===== config.mk =====
export PLATFORM = sky130hd
export DESIGN_NAME = regfile_write_scheduler_flat
export DESIGN_NICKNAME = d
export VERILOG_FILES = /design/src/rtl/regfile_write_scheduler_if.sv /design/src/rtl/regfile_write_scheduler.sv /design/src/flat_wrapper.sv
export SDC_FILE = /design/constraint.sdc
export NUM_CORES = 1
export LEC_CHECK = 0
export CAP_MARGIN = 10
export CORE_MARGIN = 8
export CORE_UTILIZATION = 40
export DETAILED_ROUTE_END_ITERATION = 8
export PLACE_DENSITY = 0.68
export SLEW_MARGIN = 20
export SYNTH_ARGS = -nofsm -noshare
export SYNTH_HDL_FRONTEND = slang
export SYNTH_SLANG_ARGS = --single-unit
export TNS_END_PERCENT = 30

===== constraint.sdc =====
create_clock -name clk -period 3.4 [get_ports clk]
set_input_delay 0.34 -clock clk [delete_from_list [all_inputs] [get_ports clk]]
set_output_delay 0.34 -clock clk [all_outputs]
set_load 0.01 [all_outputs]

===== src/rtl/regfile_write_scheduler_if.sv =====
`default_nettype none
// ============================================================================
//  Module      : regfile_write_scheduler_if
//  Description : Issue, writeback and register-file write-port bundle for
//                the register-file write scheduler.
//  Revision    : 1.0 - initial release
// ============================================================================
interface regfile_write_scheduler_if;
    // Issue side
    logic        issue_valid;
    logic [4:0]  issue_rs1;
    logic [4:0]  issue_rs2;
    logic [4:0]  issue_rd;
    logic        issue_rd_en;
    logic        issue_ready;

    // ALU writeback request
    logic        alu_wb_valid;
    logic [4:0]  alu_wb_rd;
    logic [31:0] alu_wb_data;
    logic        alu_wb_ready;

    // Load writeback request
    logic        mem_wb_valid;
    logic [4:0]  mem_wb_rd;
    logic [31:0] mem_wb_data;
    logic        mem_wb_ready;

    // Register-file write port and status
    logic        rf_wr_en;
    logic [4:0]  rf_wr_addr;
    logic [31:0] rf_wr_data;
    logic        busy;
    logic        wb_error;

    // Requester side: decode/issue and both writeback paths
    modport master (
        output issue_valid, issue_rs1, issue_rs2, issue_rd, issue_rd_en,
        output alu_wb_valid, alu_wb_rd, alu_wb_data,
        output mem_wb_valid, mem_wb_rd, mem_wb_data,
        input  issue_ready, alu_wb_ready, mem_wb_ready,
        input  rf_wr_en, rf_wr_addr, rf_wr_data, busy, wb_error
    );

    // Scheduler side
    modport slave (
        input  issue_valid, issue_rs1, issue_rs2, issue_rd, issue_rd_en,
        input  alu_wb_valid, alu_wb_rd, alu_wb_data,
        input  mem_wb_valid, mem_wb_rd, mem_wb_data,
        output issue_ready, alu_wb_ready, mem_wb_ready,
        output rf_wr_en, rf_wr_addr, rf_wr_data, busy, wb_error
    );
endinterface
`default_nettype wire


===== src/rtl/regfile_write_scheduler.sv =====
`default_nettype none
// ============================================================================
//  Module      : regfile_write_scheduler
//  Description : Pending-write scoreboard for the 32x32 register file with
//                RAW/WAW issue stall, plus a starvation-limited arbiter that
//                shares the single write port between ALU and load writeback.
//  Revision    : 1.0 - initial release
// ============================================================================
module regfile_write_scheduler #(
    parameter int STARVE_LIMIT = 4
) (
    input  logic                            clk,
    input  logic                            reset,
    regfile_write_scheduler_if.slave        bus
);

    localparam logic [3:0] c_STARVE_LIMIT = 4'(STARVE_LIMIT);

    // ------------------------------------------------------------------
    // State
    // ------------------------------------------------------------------
    logic [31:0] r_pending;
    logic [3:0]  r_starve_cnt;
    logic        r_rf_wr_en;
    logic [4:0]  r_rf_wr_addr;
    logic [31:0] r_rf_wr_data;
    logic        r_wb_error;

    // ------------------------------------------------------------------
    // Combinational
    // ------------------------------------------------------------------
    logic        w_hazard;
    logic        w_issue_ready;
    logic        w_issue_fire;
    logic        w_alu_force;
    logic        w_alu_grant;
    logic        w_mem_grant;
    logic        w_wb_any;
    logic [4:0]  w_wb_rd;
    logic [31:0] w_wb_data;
    logic        w_wb_rd_nz;
    logic        w_wb_err;
    logic [31:0] w_set_mask;
    logic [31:0] w_clr_mask;
    logic [31:0] w_pending_next;

    // Hazard looks only at registered pending bits; a clear granted this
    // cycle does not release a stalled instruction until the next cycle.
    assign w_hazard = r_pending[bus.issue_rs1]
                    | r_pending[bus.issue_rs2]
                    | (bus.issue_rd_en & r_pending[bus.issue_rd]);

    assign w_issue_ready = !reset && !w_hazard;
    assign w_issue_fire  = bus.issue_valid && w_issue_ready;

    // The ALU is forced through once it has been starved long enough;
    // otherwise loads have priority. Grants never depend on rd/data.
    assign w_alu_force = bus.alu_wb_valid && (r_starve_cnt == c_STARVE_LIMIT);
    assign w_alu_grant = !reset && bus.alu_wb_valid
                       && (!bus.mem_wb_valid || w_alu_force);
    assign w_mem_grant = !reset && bus.mem_wb_valid && !w_alu_force;
    assign w_wb_any    = w_alu_grant || w_mem_grant;

    // Winner's destination and data
    assign w_wb_rd    = w_alu_grant ? bus.alu_wb_rd   : bus.mem_wb_rd;
    assign w_wb_data  = w_alu_grant ? bus.alu_wb_data : bus.mem_wb_data;
    assign w_wb_rd_nz = (w_wb_rd != 5'd0);

    // A granted writeback to a register with no outstanding write is an
    // error. This also covers the same-bit set/clear collision, because
    // an issue can only set a bit that is currently clear.
    assign w_wb_err = w_wb_any && w_wb_rd_nz && !r_pending[w_wb_rd];

    // x0 is hardwired: it never gets a pending bit or a clear.
    assign w_set_mask[0] = 1'b0;
    assign w_clr_mask[0] = 1'b0;

    generate
        for (genvar i = 1; i < 32; i++) begin : g_pending_mask
            assign w_set_mask[i] = w_issue_fire && bus.issue_rd_en
                                 && (bus.issue_rd == 5'(i));
            assign w_clr_mask[i] = w_wb_any && (w_wb_rd == 5'(i));
        end
    endgenerate

    // Set after clear so an issue set wins over a clear of the same bit.
    assign w_pending_next = (r_pending & ~w_clr_mask) | w_set_mask;

    // ------------------------------------------------------------------
    // Scoreboard, starvation counter, error flag and write-port register
    // ------------------------------------------------------------------
    // Update all tracking state and register the winning writeback.
    always_ff @(posedge clk) begin
        if (reset) begin
            r_pending    <= 32'd0;
            r_starve_cnt <= 4'd0;
            r_rf_wr_en   <= 1'b0;
            r_rf_wr_addr <= 5'd0;
            r_rf_wr_data <= 32'd0;
            r_wb_error   <= 1'b0;
        end else begin
            r_pending <= w_pending_next;

            if (!bus.alu_wb_valid || w_alu_grant) begin
                r_starve_cnt <= 4'd0;
            end else if (r_starve_cnt != c_STARVE_LIMIT) begin
                r_starve_cnt <= r_starve_cnt + 4'd1;
            end

            // Address/data hold when nothing is granted.
            r_rf_wr_en <= w_wb_any && w_wb_rd_nz;
            if (w_wb_any) begin
                r_rf_wr_addr <= w_wb_rd;
                r_rf_wr_data <= w_wb_data;
            end

            if (w_wb_err) begin
                r_wb_error <= 1'b1;
            end
        end
    end

    // ------------------------------------------------------------------
    // Outputs
    // ------------------------------------------------------------------
    assign bus.issue_ready  = w_issue_ready;
    assign bus.alu_wb_ready = w_alu_grant;
    assign bus.mem_wb_ready = w_mem_grant;
    assign bus.rf_wr_en     = r_rf_wr_en;
    assign bus.rf_wr_addr   = r_rf_wr_addr;
    assign bus.rf_wr_data   = r_rf_wr_data;
    assign bus.busy         = |r_pending;
    assign bus.wb_error     = r_wb_error;

endmodule
`default_nettype wire


===== src/flat_wrapper.sv =====
// flat-port wrapper written by rule: the top's interface ports become plain ports
module regfile_write_scheduler_flat 
#(
    parameter int STARVE_LIMIT = 4
)
  (clk, reset, bus_issue_valid, bus_issue_rs1, bus_issue_rs2, bus_issue_rd, bus_issue_rd_en, bus_alu_wb_valid, bus_alu_wb_rd, bus_alu_wb_data, bus_mem_wb_valid, bus_mem_wb_rd, bus_mem_wb_data, bus_issue_ready, bus_alu_wb_ready, bus_mem_wb_ready, bus_rf_wr_en, bus_rf_wr_addr, bus_rf_wr_data, bus_busy, bus_wb_error);
  regfile_write_scheduler_if bus_i ();
  input  logic clk;
  input  logic reset;
  input wire logic [$bits(bus_i.issue_valid)-1:0] bus_issue_valid;
  input wire logic [$bits(bus_i.issue_rs1)-1:0] bus_issue_rs1;
  input wire logic [$bits(bus_i.issue_rs2)-1:0] bus_issue_rs2;
  input wire logic [$bits(bus_i.issue_rd)-1:0] bus_issue_rd;
  input wire logic [$bits(bus_i.issue_rd_en)-1:0] bus_issue_rd_en;
  input wire logic [$bits(bus_i.alu_wb_valid)-1:0] bus_alu_wb_valid;
  input wire logic [$bits(bus_i.alu_wb_rd)-1:0] bus_alu_wb_rd;
  input wire logic [$bits(bus_i.alu_wb_data)-1:0] bus_alu_wb_data;
  input wire logic [$bits(bus_i.mem_wb_valid)-1:0] bus_mem_wb_valid;
  input wire logic [$bits(bus_i.mem_wb_rd)-1:0] bus_mem_wb_rd;
  input wire logic [$bits(bus_i.mem_wb_data)-1:0] bus_mem_wb_data;
  output wire logic [$bits(bus_i.issue_ready)-1:0] bus_issue_ready;
  output wire logic [$bits(bus_i.alu_wb_ready)-1:0] bus_alu_wb_ready;
  output wire logic [$bits(bus_i.mem_wb_ready)-1:0] bus_mem_wb_ready;
  output wire logic [$bits(bus_i.rf_wr_en)-1:0] bus_rf_wr_en;
  output wire logic [$bits(bus_i.rf_wr_addr)-1:0] bus_rf_wr_addr;
  output wire logic [$bits(bus_i.rf_wr_data)-1:0] bus_rf_wr_data;
  output wire logic [$bits(bus_i.busy)-1:0] bus_busy;
  output wire logic [$bits(bus_i.wb_error)-1:0] bus_wb_error;
  assign bus_i.issue_valid = bus_issue_valid;
  assign bus_i.issue_rs1 = bus_issue_rs1;
  assign bus_i.issue_rs2 = bus_issue_rs2;
  assign bus_i.issue_rd = bus_issue_rd;
  assign bus_i.issue_rd_en = bus_issue_rd_en;
  assign bus_i.alu_wb_valid = bus_alu_wb_valid;
  assign bus_i.alu_wb_rd = bus_alu_wb_rd;
  assign bus_i.alu_wb_data = bus_alu_wb_data;
  assign bus_i.mem_wb_valid = bus_mem_wb_valid;
  assign bus_i.mem_wb_rd = bus_mem_wb_rd;
  assign bus_i.mem_wb_data = bus_mem_wb_data;
  assign bus_issue_ready = bus_i.issue_ready;
  assign bus_alu_wb_ready = bus_i.alu_wb_ready;
  assign bus_mem_wb_ready = bus_i.mem_wb_ready;
  assign bus_rf_wr_en = bus_i.rf_wr_en;
  assign bus_rf_wr_addr = bus_i.rf_wr_addr;
  assign bus_rf_wr_data = bus_i.rf_wr_data;
  assign bus_busy = bus_i.busy;
  assign bus_wb_error = bus_i.wb_error;
  regfile_write_scheduler #(.STARVE_LIMIT(STARVE_LIMIT)) u_core (.clk(clk), .reset(reset), .bus(bus_i));
endmodule

==> impl_metrics.yaml, run 1 <==
outcome:
  status: "finished clean"
worst_setup_path:
  crit_chain: "clkdlybuf4s50_1, buf_4, mux4_1, mux4_2, a31oi_1, a211oi_1, dlygate4sd2_1"
  critical-path-slowest-cell: "sky130_fd_sc_hd__clkdlybuf4s50_1"
  cp_peak_stage_delay_ns: 0.62
  critPathLaunchType: "input port"
  critPathArrivalTime_ns: 2.93
  biggest_fanout_along_the_worst_timing_path: 11
  cp-end-kind: "output port"
  cp_data_required_time_ns: 3.06
  crit_type: "input port to output port"
timing:
  finalWorstSetupSlack_ns: 0.126
  relSlewSlack_pct: 47.2
  fin_crit_ns: 3.27
  final_min_period_over_clock_period_pct: 96.3
  fin_worst_skew_ns: 0.00356
  timing_max_transition_violations_final: 0
  final-hold-violation-count: 0
  tightest_slew_ns: 0.790
  timing.final.setup_violations: 0
  fmaxAchievable_mhz: 305
  rsz0062_at_grt: "no"
  timing.hold.ws_ns: 0.460
  fin_tns_setup_ns: 0
place:
  gpl.final_weighted_congestion: 0.899
  place.detailed.hpwl_um: 12200
  portBuffers: 137
  place_ws_ns: -0.183
  total_cell_area_at_the_placement_stage_mm2: 0.00618
pwr:
  pwr_density_cell_mw_per_mm2: 359
  cellLeakagePower_uw: 0.00230
  total_power_uw: 2330
  irDropWorstVdd_uv: 237
cts:
  postCtsHoldBufs: 0
  max-clock-path-buffers: 2
  clock_tree_from_tritoncts: "yes"
  h_tree_depth: 3
  cts.clk_slew.worst_paths_ns: 0.06
  numClockSinks: 74
  clock_insertion_delay_worst_skew_ns: 0.33
  cts_made_buffers: 9
  cts-root-buf: "sky130_fd_sc_hd__clkbuf_16"
floorplanning:
  die_height_um: 124
  initial_utilization_pct: 41.0
  i_o_pin_count: 138
  die_x_um: 124
  core_area_mm2: 0.0114
  floorplan.rows: 39
  die-area_mm2: 0.0154
run:
  maximum_capacitance_violations: 0
synth:
  netlist.top_cell.by_area: "sky130_fd_sc_hd__dfxtp_1"
  synth_sequential_area_ratio_pct: 31.6
  synthesis.area_mm2: 0.00469
  ys_types: 48
  yosys-top-cells-area: "sky130_fd_sc_hd__dfxtp_1 (32%), sky130_fd_sc_hd__mux4_1 (11%), sky130_fd_sc_hd__mux2i_1 (10%)"
  synth_largest_type_area_fraction_pct: 31.6
  ys_async_sr_fraction_pct: 0
  post_synth.cell_area_avg_um2: 9.28
  syn_nets: 602
  yosys_register_bits: 74
  synth-edff-count: 0
  ys_dominant_reg_cell: "sky130_fd_sc_hd__dfxtp_1"
  postSynthCellCount: 505
  yosysWarnings: 0
global_route:
  grt_max_degree: 53
  grt_pass1_vias: 4642
  grt_overflow_total: 0
  antenna_violations_before_repair: 0
  grt_use_total_pct: 19.6
  global_route_wire_length_before_repair_um: 24800
final_layout:
  layout.area.seq_mm2: 0.00148
  combined_area_of_the_multi_input_logic_cells_mm2: 0.00294
  number_of_filler_cells_placed_in_the_layout: 1052
  drive_gt1_share_pct: 9.69
  antenna_cells_inserted: 0
  syn_to_final_growth_pct: 38.3
  fin_nets: 733
  leading_cell_type_in_the_layout_fill_and_taps_excluded: "sky130_fd_sc_hd__clkdlybuf4s50_1"
  most-common-layout-cells: "sky130_fd_sc_hd__clkdlybuf4s50_1 (135), sky130_fd_sc_hd__dfxtp_1 (74), sky130_fd_sc_hd__nor2_1 (68)"
  layout.cell_area.non_filler_mm2: 0.00648
routing:
  drt_iter0_markers: 355
  number_of_vias_per_cell: 5.83
  detail-route-antenna-nets: 0
  drt-wirelength-per-cell_um: 20.1
  wl_um: 15700
  dr.pass1.iters: 5
  dr_total_vias: 4568
  post-route-drc-count: 0
worst_hold_path:
  hold_class: "flip-flop to flip-flop"
metrics by stage:
stage | utilization [%] | instances
floorplan | - | 505
global placement | 54.1 | 767
detailed placement | 54.1 | 767
CTS | 56.7 | 783
global route | 56.8 | 783
finish | 56.8 | 783
area by class of cell:
type	instances	area share, %
repair buffers	157	23.4
clock buffers	10	3.69
flip-flops and latches	74	22.9
clock inverters	5	0.849
well taps	143	2.76
inverters	20	1.16
multi-input cells	374	45.3
state kept, by name, summed over array words and instances, names as in the netlist:
register,count
u_core.bus.rf_wr_addr,5
u_core.bus.rf_wr_data,32
u_core.bus.rf_wr_en,1
u_core.bus.wb_error,1
u_core.r_pending,31
u_core.r_starve_cnt,4
cells by family after synthesis:
family / share of synthesized area (%)
DFF: 31.6
muxes: 25.5
adders and majority gates: 0.534
AOI/OAI and AO/OA: 19.6
and+or+nand+nor: 16.6
buffers and inverters: 6.22
where the power goes:
group | leakage (uW) | internal, uW | switching [uW]
clock network | 0.000140 | 581 | 358
logic | 0.00155 | 248 | 213
registers | 0.000606 | 906 | 21.9
total | 0.00230 | 1740 | 594
final timing paths:
check | from | end | cells past startpoint | slack (ns)
setup / recovery | bus_issue_rd[0] | bus_issue_ready | 7 | 0.13
hold / removal | u_core.r_starve_cnt[0] | u_core.r_starve_cnt[0] | 1 | 0.46
setup reg to reg | u_core.r_pending[28] | u_core.r_pending[3] | 8 | 0.49
hold reg to reg | u_core.r_starve_cnt[0] | u_core.r_starve_cnt[0] | 1 | 0.46
critical path, delay by kind of cell:
family	cells	cell delay (ns)
buf+inv	3	1.15
mux	2	1.01
compound gates	2	0.42
per-layer routing:
metal | track usage [%] | share of wire (%) | vias to the layer above
li1 | - | - | 2179
met1 | 23.0 | 40 | 2101
met2 | 30.4 | 45 | 263
met3 | 9.66 | 13 | 25
met4 | 6.73 | 1.8 | 0
met5 | 0 | 0 | -
cells in the mapped netlist (all sizes together), types with 8 or more instances:
cell type  count
clkbuf        25
buf           12
mux2i         49
nor2          69
mux4          25
o22ai          8
dfxtp         74
inv           20
o32ai         16
nand3         11
nor2b         20
nand2         20
a211oi        38
o21ai         57
repair_timing:
action / in CTS / in global routing
hold endpoints to repair: 0 / 0
endpoints found under the setup margin: 1 / 3
gates cloned: 0 / 0
setup buffers: 1 / 0
gates resized for setup: 1 / 1
Power figures use the tool's default switching activity.
==> run 2, diff against run 1 <==
--- a/config.mk
+++ b/config.mk
@@ -14,4 +14,3 @@
 export SYNTH_ARGS = -nofsm -noshare
 export SYNTH_HDL_FRONTEND = slang
 export SYNTH_SLANG_ARGS = --single-unit
-export TNS_END_PERCENT = 30
==> results of run 2 <==
The final DEF is identical to that of run 1; final timing and power are the same.
